<file path="src/rtl/preg_free_list_pkg.sv">
// Shared rename constants: physical/architectural register counts and the tag type
// used by the free list, rename stage and RAT.
package preg_free_list_pkg;

  localparam int NUM_PREGS  = 64;
  localparam int NUM_AREGS  = 32;
  localparam int TAG_W      = 6;
  localparam int FL_DEPTH   = NUM_PREGS - NUM_AREGS;
  localparam int FREE_CNT_W = $clog2(FL_DEPTH + 1);

  typedef logic [TAG_W-1:0] preg_tag_t;

  function automatic logic [1:0] pop2(input logic [1:0] v);
    return {1'b0, v[0]} + {1'b0, v[1]};
  endfunction

endpackage

</file>
<file path="src/rtl/preg_free_list_if.sv">
// Two-slot allocate / two-slot release port of the physical register free list.
// master = rename/retire side, slave = the free list itself.
interface preg_free_list_if;
  import preg_free_list_pkg::*;

  logic [1:0]            alloc_req;
  logic [1:0]            alloc_gnt;
  preg_tag_t             alloc_tag0;
  preg_tag_t             alloc_tag1;
  logic [1:0]            free_vld;
  preg_tag_t             free_tag0;
  preg_tag_t             free_tag1;
  logic [FREE_CNT_W-1:0] free_count;
  logic                  empty;
  logic                  err;

  modport master (
    output alloc_req, free_vld, free_tag0, free_tag1,
    input  alloc_gnt, alloc_tag0, alloc_tag1, free_count, empty, err
  );

  modport slave (
    input  alloc_req, free_vld, free_tag0, free_tag1,
    output alloc_gnt, alloc_tag0, alloc_tag1, free_count, empty, err
  );

endinterface

</file>
<file path="src/rtl/preg_free_list.sv">
// Physical register free list: circular FIFO of free tags, 2 allocs + 2 frees per cycle.
// Optional FREE_LIST_CHECK_EN adds an in-list bitmap that flags illegal frees on err.
module preg_free_list #(
  parameter int NUM_PREGS = preg_free_list_pkg::NUM_PREGS,
  parameter int NUM_AREGS = preg_free_list_pkg::NUM_AREGS,
  parameter int DEPTH     = NUM_PREGS - NUM_AREGS
) (
  input  logic              clk,
  input  logic              rst_n,
  preg_free_list_if.slave   bus
);
  import preg_free_list_pkg::*;

  localparam int PTR_W = (DEPTH > 1) ? $clog2(DEPTH) : 1;
  localparam int CNT_W = $clog2(DEPTH + 1);

  preg_tag_t        fifo [DEPTH];
  logic [PTR_W-1:0] head, tail;
  logic [PTR_W-1:0] head1, head_nxt, tail1, tail_nxt;
  logic [CNT_W-1:0] cnt, cnt_nxt;
  logic [CNT_W:0]   room;
  logic             gnt0, gnt1;
  logic             ok0, ok1, acc0, acc1;
  logic             empty_q;

`ifdef FREE_LIST_CHECK_EN
  logic [NUM_PREGS-1:0] in_list;
  logic                 err_q;
  logic                 err_set;
`endif

  function automatic logic [PTR_W-1:0] ptr_add(input logic [PTR_W-1:0] p,
                                               input logic [1:0]       n);
    logic [PTR_W:0] s;
    s = {1'b0, p} + (PTR_W+1)'(n);
    if (s >= (PTR_W+1)'(DEPTH)) s = s - (PTR_W+1)'(DEPTH);
    return s[PTR_W-1:0];
  endfunction

  // Grants are gated by rst_n so nothing is handed out while the list reloads.
  always_comb begin
    gnt0     = rst_n & bus.alloc_req[0] & (cnt >= CNT_W'(1));
    gnt1     = rst_n & bus.alloc_req[1] & (cnt >= (CNT_W'(1) + CNT_W'(gnt0)));
    head1    = ptr_add(head, {1'b0, gnt0});
    head_nxt = ptr_add(head, pop2({gnt1, gnt0}));
  end

  assign bus.alloc_gnt  = {gnt1, gnt0};
  assign bus.alloc_tag0 = fifo[head];
  assign bus.alloc_tag1 = fifo[head1];

  // Room counts slots popped this cycle; slot 1 loses first when room runs out.
  always_comb begin
    room = (CNT_W+1)'(DEPTH) - {1'b0, cnt} + (CNT_W+1)'(pop2({gnt1, gnt0}));
`ifdef FREE_LIST_CHECK_EN
    ok0 = bus.free_vld[0] & (bus.free_tag0 >= preg_tag_t'(NUM_AREGS))
          & ~in_list[bus.free_tag0];
    ok1 = bus.free_vld[1] & (bus.free_tag1 >= preg_tag_t'(NUM_AREGS))
          & ~in_list[bus.free_tag1]
          & ~(ok0 & (bus.free_tag1 == bus.free_tag0));
`else
    ok0 = bus.free_vld[0];
    ok1 = bus.free_vld[1];
`endif
    acc0     = ok0 & (room >= (CNT_W+1)'(1));
    acc1     = ok1 & (room >= ((CNT_W+1)'(1) + (CNT_W+1)'(acc0)));
    tail1    = ptr_add(tail, {1'b0, acc0});
    tail_nxt = ptr_add(tail, pop2({acc1, acc0}));
    cnt_nxt  = cnt - CNT_W'(pop2({gnt1, gnt0})) + CNT_W'(pop2({acc1, acc0}));
  end

  always_ff @(posedge clk or negedge rst_n) begin
    if (!rst_n) begin
      for (int i = 0; i < DEPTH; i++) fifo[i] <= preg_tag_t'(NUM_AREGS + i);
      head    <= '0;
      tail    <= '0;
      cnt     <= CNT_W'(DEPTH);
      empty_q <= 1'b0;
    end else begin
      if (acc0) fifo[tail]  <= bus.free_tag0;
      if (acc1) fifo[tail1] <= bus.free_tag1;
      head    <= head_nxt;
      tail    <= tail_nxt;
      cnt     <= cnt_nxt;
      empty_q <= (cnt_nxt == '0);
    end
  end

  assign bus.free_count = FREE_CNT_W'(cnt);
  assign bus.empty      = empty_q;

`ifdef FREE_LIST_CHECK_EN
  // Any requested free that was not accepted is a protocol violation.
  assign err_set = (bus.free_vld[0] & ~acc0) | (bus.free_vld[1] & ~acc1);

  always_ff @(posedge clk or negedge rst_n) begin
    if (!rst_n) begin
      for (int i = 0; i < NUM_PREGS; i++) in_list[i] <= (i >= NUM_AREGS);
      err_q <= 1'b0;
    end else begin
      if (gnt0) in_list[bus.alloc_tag0] <= 1'b0;
      if (gnt1) in_list[bus.alloc_tag1] <= 1'b0;
      if (acc0) in_list[bus.free_tag0]  <= 1'b1;
      if (acc1) in_list[bus.free_tag1]  <= 1'b1;
      if (err_set) err_q <= 1'b1;
    end
  end

  assign bus.err = err_q;
`else
  assign bus.err = 1'b0;
`endif

endmodule

</file>
<file path="src/flat_wrapper.sv">
// flat-port wrapper written by rule: the top's interface ports become plain ports
module preg_free_list_flat import preg_free_list_pkg::*;
#(
  parameter int NUM_PREGS = preg_free_list_pkg::NUM_PREGS,
  parameter int NUM_AREGS = preg_free_list_pkg::NUM_AREGS,
  parameter int DEPTH     = NUM_PREGS - NUM_AREGS
)
  (clk, rst_n, bus_alloc_req, bus_free_vld, bus_free_tag0, bus_free_tag1, bus_alloc_gnt, bus_alloc_tag0, bus_alloc_tag1, bus_free_count, bus_empty, bus_err);
  preg_free_list_if bus_i ();
  input  logic clk;
  input  logic rst_n;
  input wire logic [$bits(bus_i.alloc_req)-1:0] bus_alloc_req;
  input wire logic [$bits(bus_i.free_vld)-1:0] bus_free_vld;
  input wire logic [$bits(bus_i.free_tag0)-1:0] bus_free_tag0;
  input wire logic [$bits(bus_i.free_tag1)-1:0] bus_free_tag1;
  output wire logic [$bits(bus_i.alloc_gnt)-1:0] bus_alloc_gnt;
  output wire logic [$bits(bus_i.alloc_tag0)-1:0] bus_alloc_tag0;
  output wire logic [$bits(bus_i.alloc_tag1)-1:0] bus_alloc_tag1;
  output wire logic [$bits(bus_i.free_count)-1:0] bus_free_count;
  output wire logic [$bits(bus_i.empty)-1:0] bus_empty;
  output wire logic [$bits(bus_i.err)-1:0] bus_err;
  assign bus_i.alloc_req = bus_alloc_req;
  assign bus_i.free_vld = bus_free_vld;
  assign bus_i.free_tag0 = bus_free_tag0;
  assign bus_i.free_tag1 = bus_free_tag1;
  assign bus_alloc_gnt = bus_i.alloc_gnt;
  assign bus_alloc_tag0 = bus_i.alloc_tag0;
  assign bus_alloc_tag1 = bus_i.alloc_tag1;
  assign bus_free_count = bus_i.free_count;
  assign bus_empty = bus_i.empty;
  assign bus_err = bus_i.err;
  preg_free_list #(.NUM_PREGS(NUM_PREGS), .NUM_AREGS(NUM_AREGS), .DEPTH(DEPTH)) u_core (.clk(clk), .rst_n(rst_n), .bus(bus_i));
endmodule
</file>
<file path="config.mk">
export PLATFORM = sky130hd
export DESIGN_NAME = preg_free_list_flat
export DESIGN_NICKNAME = d
export VERILOG_FILES = /design/src/rtl/preg_free_list_pkg.sv /design/src/rtl/preg_free_list_if.sv /design/src/rtl/preg_free_list.sv /design/src/flat_wrapper.sv
export SDC_FILE = /design/constraint.sdc
export NUM_CORES = 1
export LEC_CHECK = 0
export ABC_AREA = 0
export CORE_ASPECT_RATIO = 1.1
export CORE_UTILIZATION = 51
export CTS_BUF_LIST = sky130_fd_sc_hd__clkbuf_2
export DETAILED_ROUTE_END_ITERATION = 10
export GPL_ROUTABILITY_DRIVEN = 0
export PLACE_DENSITY = 0.7
export SLEW_MARGIN = 25
export SYNTH_ARGS = -nofsm -noshare
export SYNTH_HDL_FRONTEND = slang
export SYNTH_SLANG_ARGS = --single-unit
</file>
<file path="constraint.sdc">
create_clock -name clk -period 7.4 [get_ports clk]
set_clock_uncertainty 0.15 [all_clocks]
set_input_delay 1.48 -clock clk [delete_from_list [all_inputs] [get_ports clk]]
set_output_delay 1.48 -clock clk [all_outputs]
set_load 0.03 [all_outputs]
</file>
==> results of run 1 <==
## per-stage QoR
step	setup WS, ns	cells
5_1_grt	0.0262	2093
3_3_place_gp	-0.189	1983
3_5_place_dp	-0.305	1983
4_1_cts	0.364	2091
2_1_floorplan	0.0467	1653
6_report	0.337	2094
## cells in the final DEF, fill, tap and decap left out, drive strengths merged, types with 5 or more instances in the layout
cell type,netlist,layout
nand3,242,242
nor3,197,197
a31oi,193,193
or3,183,183
mux4,120,120
dfstp,113,113
clkbuf,103,97
dfrtp,96,96
buf,97,79
nand2,60,60
clkdlybuf4s50,0,37
or2,33,33
inv,27,28
ha,28,28
o211ai,25,25
nor2,22,22
nor2b,14,14
mux2,12,12
clkinv,1,12
o21ai,10,10
xor2,7,7
nand2b,7,7
xnor2,7,7
a21oi,7,7
and3,6,6
nand4,6,6
fa,5,5
## power by group through the flow
stage	combinational, mW	clock [mW]	sequential (mW)
global route	6.02	0.955	2.46
floorplan	3.87	0	2.20
CTS	5.59	0.892	2.38
detailed placement	5.58	0	2.39
global placement	5.49	0	2.35
finish	5.78	0.888	2.42
## registers in the layout, summed over array words and instances, names as in the netlist
register               flops
u_core.bus.empty           1
u_core.bus.free_count      6
u_core.fifo              192
u_core.head                5
u_core.tail                5
## final cells by class
type / instances / area share
diodes: 2 / 0.000292
well taps: 414 / 0.0302
clock buffers: 96 / 0.0280
multi-input cells: 1216 / 0.555
flip-flops and latches: 209 / 0.314
repair buffers: 117 / 0.0636
clock inverters: 12 / 0.00270
inverters: 28 / 0.00613
## worst min-delay path by stage
stage                          from  slack (ns)         endpoint  cells after the start
global placement     u_core.tail[4]        0.31   u_core.tail[4]                      1
finish               u_core.tail[4]        0.34   u_core.tail[4]                      1
floorplan           u_core.fifo[71]        0.31  u_core.fifo[71]                      2
detailed placement   u_core.tail[4]        0.32   u_core.tail[4]                      1
CTS                  u_core.tail[4]        0.34   u_core.tail[4]                      1
global route         u_core.tail[4]        0.37   u_core.tail[4]                      1
## worst max-delay path, cell delays in order (launching register included)
cell and delay, ns:
sky130_fd_sc_hd__dfrtp_1 0.48, sky130_fd_sc_hd__inv_1 0.17, sky130_fd_sc_hd__ha_1 0.26, sky130_fd_sc_hd__o21ai_0 0.08, sky130_fd_sc_hd__nand2_1 0.07, sky130_fd_sc_hd__nand2_1 0.06
sky130_fd_sc_hd__nand2_1 0.06, sky130_fd_sc_hd__nand3_2 0.08, sky130_fd_sc_hd__buf_4 0.11, sky130_fd_sc_hd__inv_1 0.05, sky130_fd_sc_hd__buf_4 0.14, sky130_fd_sc_hd__ha_4 0.18
sky130_fd_sc_hd__ha_2 0.63, sky130_fd_sc_hd__buf_4 0.32, sky130_fd_sc_hd__mux4_2 0.36, sky130_fd_sc_hd__mux4_2 0.56, sky130_fd_sc_hd__mux2_2 0.32, sky130_fd_sc_hd__clkdlybuf4s50_1 0.60
## per-layer routing
layer | GRT usage | share of wire
met1 | 0.458 | 0.34
met2 | 0.555 | 0.44
met3 | 0.124 | 0.15
met4 | 0.223 | 0.069
met5 | 0 | 0.00026
## cell families after synthesis
logic type,synth area share
flip-flops,0.339
XOR/XNOR,0.00773
multiplexers,0.182
AND/OR/NAND/NOR,0.261
other,0.000236
adder cells (fa/ha/maj),0.0284
buffers and inverters,0.0683
AO/OA/AOI/OAI,0.114
==> impl_summary.txt, run 1 <==
----------------------------------------------------
[Route]
  First-pass detailed-route iteration total ... 6
  Total wire length ... 58.0 mm
  Post-DR vias/cell ... 7.32
  Vias after detailed routing ... 15,300
  Residual antenna-violating net count after detailed routing ... 0
  Remaining routing DRC violations ... 0
  Routed length per placed instance ... 27.7 um
  Violation count after the first detailed-routing iteration ... 2,150

[Clock network]
  Clk slew on worst S/H paths ... 0.10 ns
  Largest buffer count on any clock path ... 3
  Clock insertion delay at the later pin of the skew report ... 0.90 ns
  CTS H-Tree Depth ... 2
  CTS sink count ... 209
  Count of cells resized by post-cts repair ... 0
  Hold-fix buffers at CTS ... 0
  CTS tree ... yes
  Total clock buffers created by CTS ... 57
  Cell chosen for the clock root ... sky130_fd_sc_hd__clkbuf_2
  Post-CTS Repair Setup Buffers ... 0

[Power and ir drop]
  Sum of internal, switching and leakage power ... 9.09 mW
  P_leak ... 6.17 nW
  Comb power frac ... 0.636
  Worst vdd ir ... 0.220 mV
  Net switching fraction of the power ... 0.487
  Proportion of power drawn by flip-flops and latches ... 0.266
  Net switching power ... 4.43 mW
  Internal power ... 4.66 mW
  Power per cell area ... 530 nW/um^2
  Clock Power Share ... 0.098

[Die]
  Core region area ... 30,500 sq um
  Initial cell density of the core ... 0.520
  Ports placed on the boundary ... 40
  Std-Cell Rows ... 67
  Height of the chip ... 187 um
  Overall die width ... 170 um
  Overall die area ... 31,800 sq um

[Timing]
  Pins Over Slew Limit ... 0
  Final Setup Violations ... 0
  Final critical-path required period ... 7.06 ns
  Hold_ws ... 0.336 ns
  Portion of the clock cycle consumed by the worst path in the final layout ... 0.954
  Max frequency ... 0.142 GHz
  Transition time at the pin with the least slew margin ... 1.02 ns
  Worst relative slew slack ... 0.313
  Total Neg Setup Slack ... 0 ns
  Number of failing hold endpoints at the final stage ... 0
  Unrepaired setup endpoints after global routing ... false

[Logic synthesis]
  Post-synthesis area per instance ... 9.59 sq um
  Largest cells by area after synthesis ... sky130_fd_sc_hd__dfstp_2 (19%), sky130_fd_sc_hd__mux4_2 (17%), sky130_fd_sc_hd__dfrtp_1 (15%)
  Post-synth ARST share ... 1.00
  Synthesized instance count ... 1,653
  Flip-flop cell with the highest count after synthesis ... sky130_fd_sc_hd__dfstp_2
  Post-synth top area share ... 0.187
  Syn_nets ... 1,704
  Share of the yosys chip area belonging to registers ... 0.339
  Post-synthesis instance area ... 15,900 sq um
  Top cell types by occurrence after synthesis ... sky130_fd_sc_hd__nand3_1 (242), sky130_fd_sc_hd__nor3_1 (195), sky130_fd_sc_hd__a31oi_1 (193)
  Cell taking the most area after synthesis ... sky130_fd_sc_hd__dfstp_2
  Most frequent cell after synthesis ... sky130_fd_sc_hd__nand3_1
  EDFF count, synth ... 0
  Number of flip-flops and latches in the synthesized netlist ... 209
  Distinct cell type count after synthesis ... 59
  Syn. warnings ... 0

[Flow run]
  Max-cap violation count ... 0

[Setup path]
  Register-to-register setup slack ... 0.51 ns
  Largest fanout on the critical path ... 15
  Worst Setup Start Kind ... flip-flop
  Worst Setup EP ... bus_alloc_tag1[5]
  Critical path start-end classification ... flip-flop to output port
  Critical Path AT ... 5.43 ns
  CP required ... 5.77 ns
  Crit. End Element ... output port
  R2R cell count ... 33
  Critical path startpoint ... u_core.bus.free_count[2]
  Startpoint of the worst register-to-register path ... u_core.bus.free_count[2]
  Endpoint of the worst-slack reg-to-reg timing path ... u_core.bus.empty

[Finish]
  Layout filler cell count ... 2,674
  Post-synthesis to final-layout area growth ... 8.11%
  Layout Cell Area excl Fill ... 17,100 sq um
  Total area of sequential cells ... 5380 sq um
  Final Core Density ... 0.562
  Footprint of the multi-input gates ... 9520 sq um
  Net total in the final layout ... 1,680
  Fraction of final layout cells sized beyond drive strength 1 ... 0.302

[Worst hold path]
  Type of the tightest min-delay check ... flip-flop to flip-flop

[Outcome]
  Status ... finished, final reports clean

[Global routing]
  Vias in the first global route ... 15,000
  Antenna violations before repair ... 2
  Wire length of the first global-routing pass ... 89.0 mm
  Maximum number of pins on one net before global-route repair ... 161
  Remaining global-route overflow ... 0
  Overall track demand over capacity in global routing ... 0.369

[Place]
  Port Buffers ... 38
  Placed Instance Area ... 16,600 sq um
  Half-perimeter wire length after detailed placement ... 36.8 mm

----------------------------------------------------
No activity file was read; power rests on OpenSTA's default activity.
==> inputs of run 2 (changes only) <==
--- a/config.mk
+++ b/config.mk
@@ -7,11 +7,12 @@
 export LEC_CHECK = 0
 export ABC_AREA = 0
 export CORE_ASPECT_RATIO = 1.1
-export CORE_UTILIZATION = 51
+export CORE_UTILIZATION = 55
 export CTS_BUF_LIST = sky130_fd_sc_hd__clkbuf_2
 export DETAILED_ROUTE_END_ITERATION = 10
 export GPL_ROUTABILITY_DRIVEN = 0
-export PLACE_DENSITY = 0.7
+export PLACE_DENSITY = 0.75
+export SKIP_CTS_REPAIR_TIMING = 1
 export SLEW_MARGIN = 25
 export SYNTH_ARGS = -nofsm -noshare
 export SYNTH_HDL_FRONTEND = slang
==> run 2 against run 1 <==
Against the previous run:
- sequential cell count unchanged
- sequential power rose by 2%
- critical path depth down 2
- via count increased by 1.7%
- largest power group unchanged
- critical path type unchanged
- register-to-register slack got worse by 0.10 ns
- sequential share of layout area is 0.32 points higher
==> impl_summary.txt, run 2 (same netlist as run 1, synthesis figures left out) <==
----------------------------------------------------
[Setup path]
  Worst Setup Start Kind ... flip-flop
  Critical path start-end classification ... flip-flop to output port
  Critical Path AT ... 5.39 ns (-0.04 ns)
  Largest fanout on the critical path ... 20 (+5)
  Crit. End Element ... output port
  CP required ... 5.77 ns (about the same)

[Route]
  Vias after detailed routing ... 15,600 (+1.7%)
  Total wire length ... 57.8 mm (-0.43%)
  Remaining routing DRC violations ... 0 (unchanged)
  First-pass detailed-route iteration total ... 8 (+2)
  Routed length per placed instance ... 28.5 um (+2.9%)
  Violation count after the first detailed-routing iteration ... 2,850 (+33%)
  Residual antenna-violating net count after detailed routing ... 0 (unchanged)
  Uppermost metal layer occupied by signal nets ... met5
  Post-DR vias/cell ... 7.69 (+5.1%)
  Wire length on met3 ... 9.10 mm (+5.9%)
  Met2 layer wire length in the routed design ... 25.4 mm (-1.2%)
  Metal-1 WL ... 19.1 mm (-3.2%)

[Die]
  Overall die width ... 164 um (-3.7%)
  Ports placed on the boundary ... 40 (unchanged)
  Std-Cell Rows ... 64 (-4.5%)
  Core region area ... 28,100 sq um (-7.9%)
  Overall die area ... 29,500 sq um (-7.2%)
  Height of the chip ... 180 um (-3.7%)
  Initial cell density of the core ... 0.564 (+0.0445)

[Clock network]
  Cell chosen for the clock root ... sky130_fd_sc_hd__clkbuf_2
  CTS H-Tree Depth ... 2 (unchanged)
  CTS tree ... yes
  Clk slew on worst S/H paths ... 0.10 ns (about the same)
  Largest buffer count on any clock path ... 3 (unchanged)
  Total clock buffers created by CTS ... 56 (-1.8%)
  Clock insertion delay at the later pin of the skew report ... 0.91 ns (about the same)
  CTS sink count ... 209 (unchanged)

[Global routing]
  Vias in the first global route ... 15,300 (+1.4%)
  Overall track demand over capacity in global routing ... 0.396 (+0.0274)
  Antenna violations before repair ... 4 (+2)
  Maximum number of pins on one net before global-route repair ... 171 (+6.2%)
  Remaining global-route overflow ... 0 (unchanged)
  Wire length of the first global-routing pass ... 88.9 mm (-0.12%)

[Finish]
  Highest-count cells in the layout ignoring fill and taps ... sky130_fd_sc_hd__nand3_1 (241), sky130_fd_sc_hd__nor3_1 (194), sky130_fd_sc_hd__a31oi_1 (193)
  Flip-flop count of the largest register after layout ... 192 (unchanged)
  Register bank with the most flops ... u_core.fifo
  Post-synthesis to final-layout area growth ... 7.03%
  Fraction of final layout cells sized beyond drive strength 1 ... 0.297 (-0.00551)
  Final cell count without fillers ... 2,027 (-3.2%)
  Commonest non-fill, non-tap cell in the layout ... sky130_fd_sc_hd__nand3_1
  Layout Cell Area excl Fill ... 17,000 sq um (-1.0%)
  Net total in the final layout ... 1,667 (-0.77%)
  Final Core Density ... 0.604 (+0.0420)

[Timing]
  Unrepaired setup endpoints after global routing ... false
  Transition time at the pin with the least slew margin ... 1.11 ns (+0.0903 ns)
  Max frequency ... 0.142 GHz (+0.62%)
  Number of failing hold endpoints at the final stage ... 0 (unchanged)
  Worst relative slew slack ... 0.257 (-0.0552)
  Hold_ws ... 0.350 ns (+0.0140 ns)
  Final Setup Violations ... 0 (unchanged)
  Portion of the clock cycle consumed by the worst path in the final layout ... 0.948 (-0.00591)
  Pins Over Slew Limit ... 0 (unchanged)
  Final critical-path required period ... 7.02 ns (-0.0437 ns)

[Flow run]
  Max-cap violation count ... 0 (unchanged)

[Place]
  Port Buffers ... 38 (unchanged)
  Placed Instance Area ... 16,500 sq um (-0.93%)
  Half-perimeter wire length after detailed placement ... 36.8 mm (about the same)
  Placed Instances ... 1,921 (-3.1%)

[Power and ir drop]
  Power per cell area ... 531 nW/um^2 (+0.17%)
  P_leak ... 6.10 nW (-1.2%)
  Sum of internal, switching and leakage power ... 9.01 mW (-0.83%)
  Worst vdd ir ... 0.541 mV (+150%)

[Outcome]
  Status ... finished, final reports clean

[Worst hold path]
  Type of the tightest min-delay check ... flip-flop to flip-flop

----------------------------------------------------
## run 2: changes by cell type in the layout (fill, tap and decap cells not counted), sizes merged
cell    change
buf        -12
clkbuf      -5
clkinv      +2
inv         -1
## run 2: per-layer routing
layer / GRT usage / up-vias
met4: 0.236 / 4
li1: - / 6332
met1: 0.500 / 7430
met3: 0.146 / 383
met5: 0 / -
met2: 0.580 / 1447
## run 2: cell type report
class                      count  area [sq um]
antenna                        2          5.00
fill                        2299         11100
clock inverter                13          53.8
timing repair buffer         105           991
sequential                   209          5380
inverter                      28           105
multi-input combinational   1216          9530
tap                          363           454
clock buffer                  91           455
## run 2: report_power, final
part	internal [mW]	leakage [nW]	total (mW)	switching [mW]
combinational	2.39	3.32	5.67	3.28
clock	0.323	0.408	0.875	0.552
sequential	1.89	2.37	2.47	0.577
total	4.60	6.10	9.01	4.41
## run 2: critical path, cell delays in order, from the launching register on
cell	delay, ns
sky130_fd_sc_hd__dfrtp_1	0.49
sky130_fd_sc_hd__inv_1	0.20
sky130_fd_sc_hd__ha_1	0.27
sky130_fd_sc_hd__o21ai_0	0.08
sky130_fd_sc_hd__nand2_1	0.07
sky130_fd_sc_hd__nand2_1	0.06
sky130_fd_sc_hd__nand2_1	0.06
sky130_fd_sc_hd__nand3_2	0.09
sky130_fd_sc_hd__buf_4	0.11
sky130_fd_sc_hd__inv_1	0.09
sky130_fd_sc_hd__ha_4	0.61
sky130_fd_sc_hd__buf_12	0.24
sky130_fd_sc_hd__mux4_2	0.55
sky130_fd_sc_hd__mux4_2	0.58
sky130_fd_sc_hd__mux2_2	0.34
sky130_fd_sc_hd__clkdlybuf4s50_1	0.60
## run 2: worst paths after layout
check | depth (start not counted) | slack [ns] | from | end
worst min register to register | 1 | 0.35 | u_core.tail[4] | u_core.tail[4]
worst max-delay path | 15 | 0.38 | u_core.bus.free_count[2] | bus_alloc_tag1[0]
worst max register to register | 34 | 0.41 | u_core.bus.free_count[2] | u_core.bus.empty
worst min-delay path | 1 | 0.35 | u_core.tail[4] | u_core.tail[4]
min in group asynchronous | 2 | 0.54 | rst_n | u_core.bus.free_count[0]
max in group asynchronous | 3 | 5.13 | rst_n | u_core.fifo[172]
## run 2: metrics by stage
step	worst slack, ns	setup TNS [ns]
after floorplan	0.0467	0
after global placement	-0.175	-0.245
after detailed placement	-0.313	-0.625
after CTS	0.362	0
after global routing	0.0100	0
final	0.381	0
